[src/rtl/hazard_flush_ctrl_pkg.sv]
// Shared types and constants for the pipeline hazard/flush control unit.
// Holds FSM encoding, the canonical NOP and the hazard-detection helper.
package hazard_flush_ctrl_pkg;

  typedef enum logic {
    StRun    = 1'b0,
    StSquash = 1'b1
  } state_e;

  localparam logic [31:0] NOP_INSTR = 32'h00000013;
  localparam logic [4:0]  REG_X0    = 5'd0;

  // A load writing a non-x0 rd that the decode instruction actually reads.
  function automatic logic is_load_use(
    input logic       ex_load,
    input logic       ex_reg_write,
    input logic [4:0] ex_rd,
    input logic [4:0] id_rs1,
    input logic [4:0] id_rs2,
    input logic       id_rs1_used,
    input logic       id_rs2_used
  );
    logic w_rs1_hit;
    logic w_rs2_hit;
    w_rs1_hit = id_rs1_used && (id_rs1 == ex_rd);
    w_rs2_hit = id_rs2_used && (id_rs2 == ex_rd);
    return ex_load && ex_reg_write && (ex_rd != REG_X0) && (w_rs1_hit || w_rs2_hit);
  endfunction

endpackage

[src/rtl/hazard_flush_ctrl_sat_counter.sv]
// Saturating up-counter used for the hazard performance counters.
// Holds at all-ones instead of wrapping.
module sat_counter
  import hazard_flush_ctrl_pkg::*;
#(
  parameter int unsigned W = 32
) (
  input  logic         clk,
  input  logic         rst,
  input  logic         inc,
  output logic [W-1:0] count
);

  logic [W-1:0] r_count;
  logic         w_at_max;

  assign w_at_max = &r_count;

  always_ff @(posedge clk or negedge rst) begin
    if (!rst) begin
      r_count <= '0;
    end else if (inc && !w_at_max) begin
      r_count <= r_count + {{(W-1){1'b0}}, 1'b1};
    end
  end

  assign count = r_count;

endmodule

[src/rtl/hazard_flush_ctrl.sv]
// Stall/flush generation for the IF/ID and ID/EX registers: load-use interlock,
// wrong-path squash after EX redirects, and saturating stall/redirect counters.
module hazard_flush_ctrl
  import hazard_flush_ctrl_pkg::*;
#(
  parameter int unsigned REDIRECT_BUBBLES = 1,
  parameter int unsigned CNT_W            = 32
) (
  input  logic             clk,
  input  logic             rst,
  input  logic             ex_load_in,
  input  logic             ex_reg_write_in,
  input  logic [4:0]       ex_rd_in,
  input  logic [4:0]       id_rs1_in,
  input  logic [4:0]       id_rs2_in,
  input  logic             id_rs1_used_in,
  input  logic             id_rs2_used_in,
  input  logic             ex_branch_taken_in,
  input  logic             ex_jalr_in,
  output logic             pc_stall,
  output logic             if_id_stall,
  output logic             if_id_flush,
  output logic             id_ex_flush,
  output logic             redirect_active,
  output logic [CNT_W-1:0] stall_count,
  output logic [CNT_W-1:0] redirect_count
);

  localparam logic [1:0] BUBBLES = 2'(REDIRECT_BUBBLES);

  state_e     r_state;
  state_e     w_state_d;
  logic [1:0] r_sq_cnt;
  logic [1:0] w_sq_cnt_d;
  logic       r_redirect_active;

  logic w_load_use;
  logic w_redirect;
  logic w_stall_inc;
  logic w_redir_inc;

  assign w_load_use = is_load_use(ex_load_in, ex_reg_write_in, ex_rd_in, id_rs1_in, id_rs2_in,
                                  id_rs1_used_in, id_rs2_used_in);
  assign w_redirect = ex_branch_taken_in | ex_jalr_in;

  always_comb begin
    pc_stall    = 1'b0;
    if_id_stall = 1'b0;
    if_id_flush = 1'b0;
    id_ex_flush = 1'b0;
    w_stall_inc = 1'b0;
    w_redir_inc = 1'b0;
    w_state_d   = r_state;
    w_sq_cnt_d  = r_sq_cnt;

    if (rst) begin
      if (w_redirect) begin
        // Redirect wins over load-use: the dependent instruction is wrong-path.
        if_id_flush = 1'b1;
        id_ex_flush = 1'b1;
        w_redir_inc = 1'b1;
        if (BUBBLES != 2'd0) begin
          w_state_d  = StSquash;
          w_sq_cnt_d = BUBBLES;
        end else begin
          w_state_d  = StRun;
          w_sq_cnt_d = 2'd0;
        end
      end else begin
        unique case (r_state)
          StRun: begin
            if (w_load_use) begin
              pc_stall    = 1'b1;
              if_id_stall = 1'b1;
              id_ex_flush = 1'b1;
              w_stall_inc = 1'b1;
            end
          end
          StSquash: begin
            if_id_flush = 1'b1;
            if (r_sq_cnt <= 2'd1) begin
              w_state_d  = StRun;
              w_sq_cnt_d = 2'd0;
            end else begin
              w_sq_cnt_d = r_sq_cnt - 2'd1;
            end
          end
          default: begin
            w_state_d  = StRun;
            w_sq_cnt_d = 2'd0;
          end
        endcase
      end
    end
  end

  always_ff @(posedge clk or negedge rst) begin
    if (!rst) begin
      r_state           <= StRun;
      r_sq_cnt          <= 2'd0;
      r_redirect_active <= 1'b0;
    end else begin
      r_state           <= w_state_d;
      r_sq_cnt          <= w_sq_cnt_d;
      r_redirect_active <= (w_state_d == StSquash);
    end
  end

  assign redirect_active = r_redirect_active;

  sat_counter #(
    .W (CNT_W)
  ) u_stall_cnt (
    .clk   (clk),
    .rst   (rst),
    .inc   (w_stall_inc),
    .count (stall_count)
  );

  sat_counter #(
    .W (CNT_W)
  ) u_redirect_cnt (
    .clk   (clk),
    .rst   (rst),
    .inc   (w_redir_inc),
    .count (redirect_count)
  );

endmodule

[config.mk]
export PLATFORM = sky130hd
export DESIGN_NAME = hazard_flush_ctrl
export DESIGN_NICKNAME = d
export VERILOG_FILES = /design/src/rtl/hazard_flush_ctrl_pkg.sv /design/src/rtl/hazard_flush_ctrl_sat_counter.sv /design/src/rtl/hazard_flush_ctrl.sv
export SDC_FILE = /design/constraint.sdc
export NUM_CORES = 1
export LEC_CHECK = 0
export CAP_MARGIN = 10
export CORE_MARGIN = 2
export CORE_UTILIZATION = 40
export CTS_CLUSTER_SIZE = 16
export DETAILED_ROUTE_END_ITERATION = 8
export PLACE_DENSITY_LB_ADDON = 0.2
export SETUP_SLACK_MARGIN = 0.1
export SLEW_MARGIN = 25
export SYNTH_ARGS = -nofsm -noshare
export SYNTH_HDL_FRONTEND = slang
export SYNTH_HIERARCHICAL = 1
export SYNTH_SLANG_ARGS = --single-unit
export TNS_END_PERCENT = 20
[constraint.sdc]
create_clock -name clk -period 4.16 [get_ports clk]
set_clock_uncertainty 0.15 [all_clocks]
set_input_delay 0.832 -clock clk [delete_from_list [all_inputs] [get_ports clk]]
set_output_delay 0.832 -clock clk [all_outputs]
set_load 0.02 [all_outputs]
==> results.yml <==
worst_setup_path:
  end_kind: "output pin"
  path_class: "input port to output pin"
  crit_path_max_fanout: 3
  path_buf_inv: 2
  crit_required_ns: 3.18
  crit_arrival_ns: 2.91
  crit_family: "buffers and inverters"
  rrSetupSlack_ns: 1.27
  crit_path_cell_trace: "clkdlybuf4s50_1 > xor2_1 > nor4_2 > a32oi_1 > nor4_2 > clkdlybuf4s50_1"
  reg2reg_from: "redirect_active"
  slowest_delay_ns: 0.67
  r2r-end: "u_stall_cnt/count[21]"
  start_kind: "input port"
  r2r_cells: 9
  cp_slowest_cell: "clkdlybuf4s50_1"
  crit_start: "ex_rd_in[3]"
placement:
  placed_cell_area_um2: 4470
  post-place-ws_ns: 0.207
  dp_hpwl_um: 5720
  gp_congestion: 0.793
  io_buffer_count: 91
finish:
  fin_nets: 444
  final_cell_mix: "89 x clkdlybuf4s50_1, 67 x dfrtp_1, 48 x xnor2_1"
  nFillCells: 739
  multiInputGateArea_um2: 1730
  final_area_um2: 4670
  syn_to_final_growth_pct: 36.6
  diodes: 0
  drive_above_1_share_pct: 10.1
  seq_area_um2: 1680
  final_common_cell: "clkdlybuf4s50_1"
drt:
  num_vias: 2779
  drc: 0
  vias_per_cell: 5.25
  drtIter0Drc: 110
  antenna_left: 0
  dr.pass1.iters: 4
  wl_um: 7950
  routedWlPerCell_um: 15.0
die:
  io_pins: 92
  rows: 33
  core_um2: 8260
  die_height_um: 96.5
  dieArea_um2: 9310
  start_util_pct: 41.4
  die_x_um: 96.5
global_route:
  grt_pass1_wl_um: 13200
  grt_overflow: 0
  grt_usage_pct: 18.3
  antenna_found_initial: 0
  grt_max_degree: 70
  grt_pass1_vias: 2725
yosys:
  synth-seq-cells: 67
  syn_inst: 316
  synth_seq_area_share_pct: 49.0
  avgSynthCellArea_um2: 10.8
  syn-num-nets: 341
  synth_top_area_share_pct: 49.0
  synth_warnings: 6
  netlist_area_um2: 3420
  synth_top_area_cell: "dfrtp_1"
  synth.area.top_cells: "dfrtp_1 49%, xnor2_1 12%, nand3_1 4.8%, xor2_1 4.6%, nand4_1 3.8%"
  yosysUniqueCellTypes: 51
timing:
  setup_ws_ns: 0.263
  holdWs_ns: 0.347
  hold_viol: 0
  tightest_slew_ns: 0.869
  fmaxAchievable_ghz: 0.257
  rsz0062_at_grt: "true"
  drv_slew: 0
  tns_ns: 0
  setup_viol: 0
  min_period_ns: 3.90
  slew_headroom_pct: 42.0
  period_share_pct: 93.7
worst_hold_path:
  hp-class: "flop to flop"
  min_delay_path_depth: 1
  hp-start: "u_redirect_cnt/count[15]"
  worstHoldEndpoint: "u_redirect_cnt/count[15]"
cts:
  htree_levels: 3
  clkTransAtPathRegs_ns: 0.07
  clk_latency_ns: 0.34
  cts_buffer_depth: 2
  cts.sinks: 67
  cts_buffers: 9
  post_cts.repair.setup_buffers: 0
  cts_hold_buffers: 0
  cts_tree: "done"
  cts_resized: 0
  cts_root_buf: "clkbuf_8"
run_status:
  status: "finished clean"
power:
  powerDensity_nw_per_um2: 324
  p_leak_nw: 1.96
  ir_drop_uv: 185
job:
  drv_cap: 0
worst max-delay path by stage:
stage	to	depth (start not counted)
after floorplan	u_stall_cnt/count[21]	9
final	pc_stall	6
after CTS	if_id_stall	6
after global placement	if_id_stall	6
after detailed placement	u_stall_cnt/count[21]	11
after global routing	pc_stall	6
metal layers:
| layer | global-route usage [%] | routed length [um] |
|---|---|---|
| met2 | 30.2 | 3930 |
| met3 | 5.04 | 341 |
| met1 | 23.7 | 3610 |
| met4 | 5.05 | 65 |
| met5 | 0 | 0 |
synthesized netlist by cell type, drive strengths merged:
cell type,instances
dfrtp,67
xnor2,48
nand3,34
nand2,30
nand4,23
xor2,18
nor2,16
and3,15
a21oi,7
nor3,7
and2,6
and4,6
nor4,6
a211oi,4
o21ai,4
inv,3
mux2,3
ha,2
nand3b,2
or4,2
a211o,1
a311oi,1
a32oi,1
a41o,1
a41oi,1
buf,1
nand2b,1
nand4b,1
nor2b,1
nor3b,1
o2111ai,1
o21a,1
or2,1
where the power goes:
part / leakage, nW / internal [W] / switching (W) / total (W)
registers: 0.919 / 0.000685 / 0.0000461 / 0.000731
logic: 0.931 / 0.000122 / 0.000108 / 0.000230
clock network: 0.106 / 0.000309 / 0.000242 / 0.000551
worst reg2reg max path: cells and delay by family, from the launching register on:
| kind | cells | cell delay [ns] |
|---|---|---|
| AOI/OAI and AO/OA | 2 | 0.63 |
| and+or+nand+nor | 5 | 1.24 |
| DFF | 1 | 0.40 |
| buffers and inverters | 1 | 0.20 |
| xor gates and xnor gates | 1 | 0.14 |
stage by stage:
step                      util [%]  total power (W)  std cells
after floorplan                  -         0.000846        316
after global placement        54.1         0.000974        513
after detailed placement      54.1         0.000976        513
after CTS                     56.6          0.00153        529
after global routing          56.6          0.00159        529
final                         56.6          0.00151        529
area by class of cell:
| class | instances | share of cell area (%) |
|---|---|---|
| clock buffer | 12 | 3.32 |
| clock inverter | 4 | 1.04 |
| inverter | 3 | 0.241 |
| multi-input combinational | 245 | 36.9 |
| sequential | 67 | 35.9 |
| tap | 105 | 2.81 |
| timing repair buffer | 93 | 19.8 |
logic make-up after synthesis:
logic type	Yosys count	synth area share (%)
mux	3	1.10
compound gates	22	5.41
simple gates	152	26.3
flops	67	49.0
fa+ha+maj	2	0.731
xor+xnor	66	16.9
buf+inv	4	0.549
state kept, by name, summed over array words and instances, names as in the netlist:
register and count:
r_sq_cnt 2, u_stall_cnt/count 32, u_redirect_cnt/count 32, redirect_active 1
Note: power is estimated with default switching activity, not from simulation.
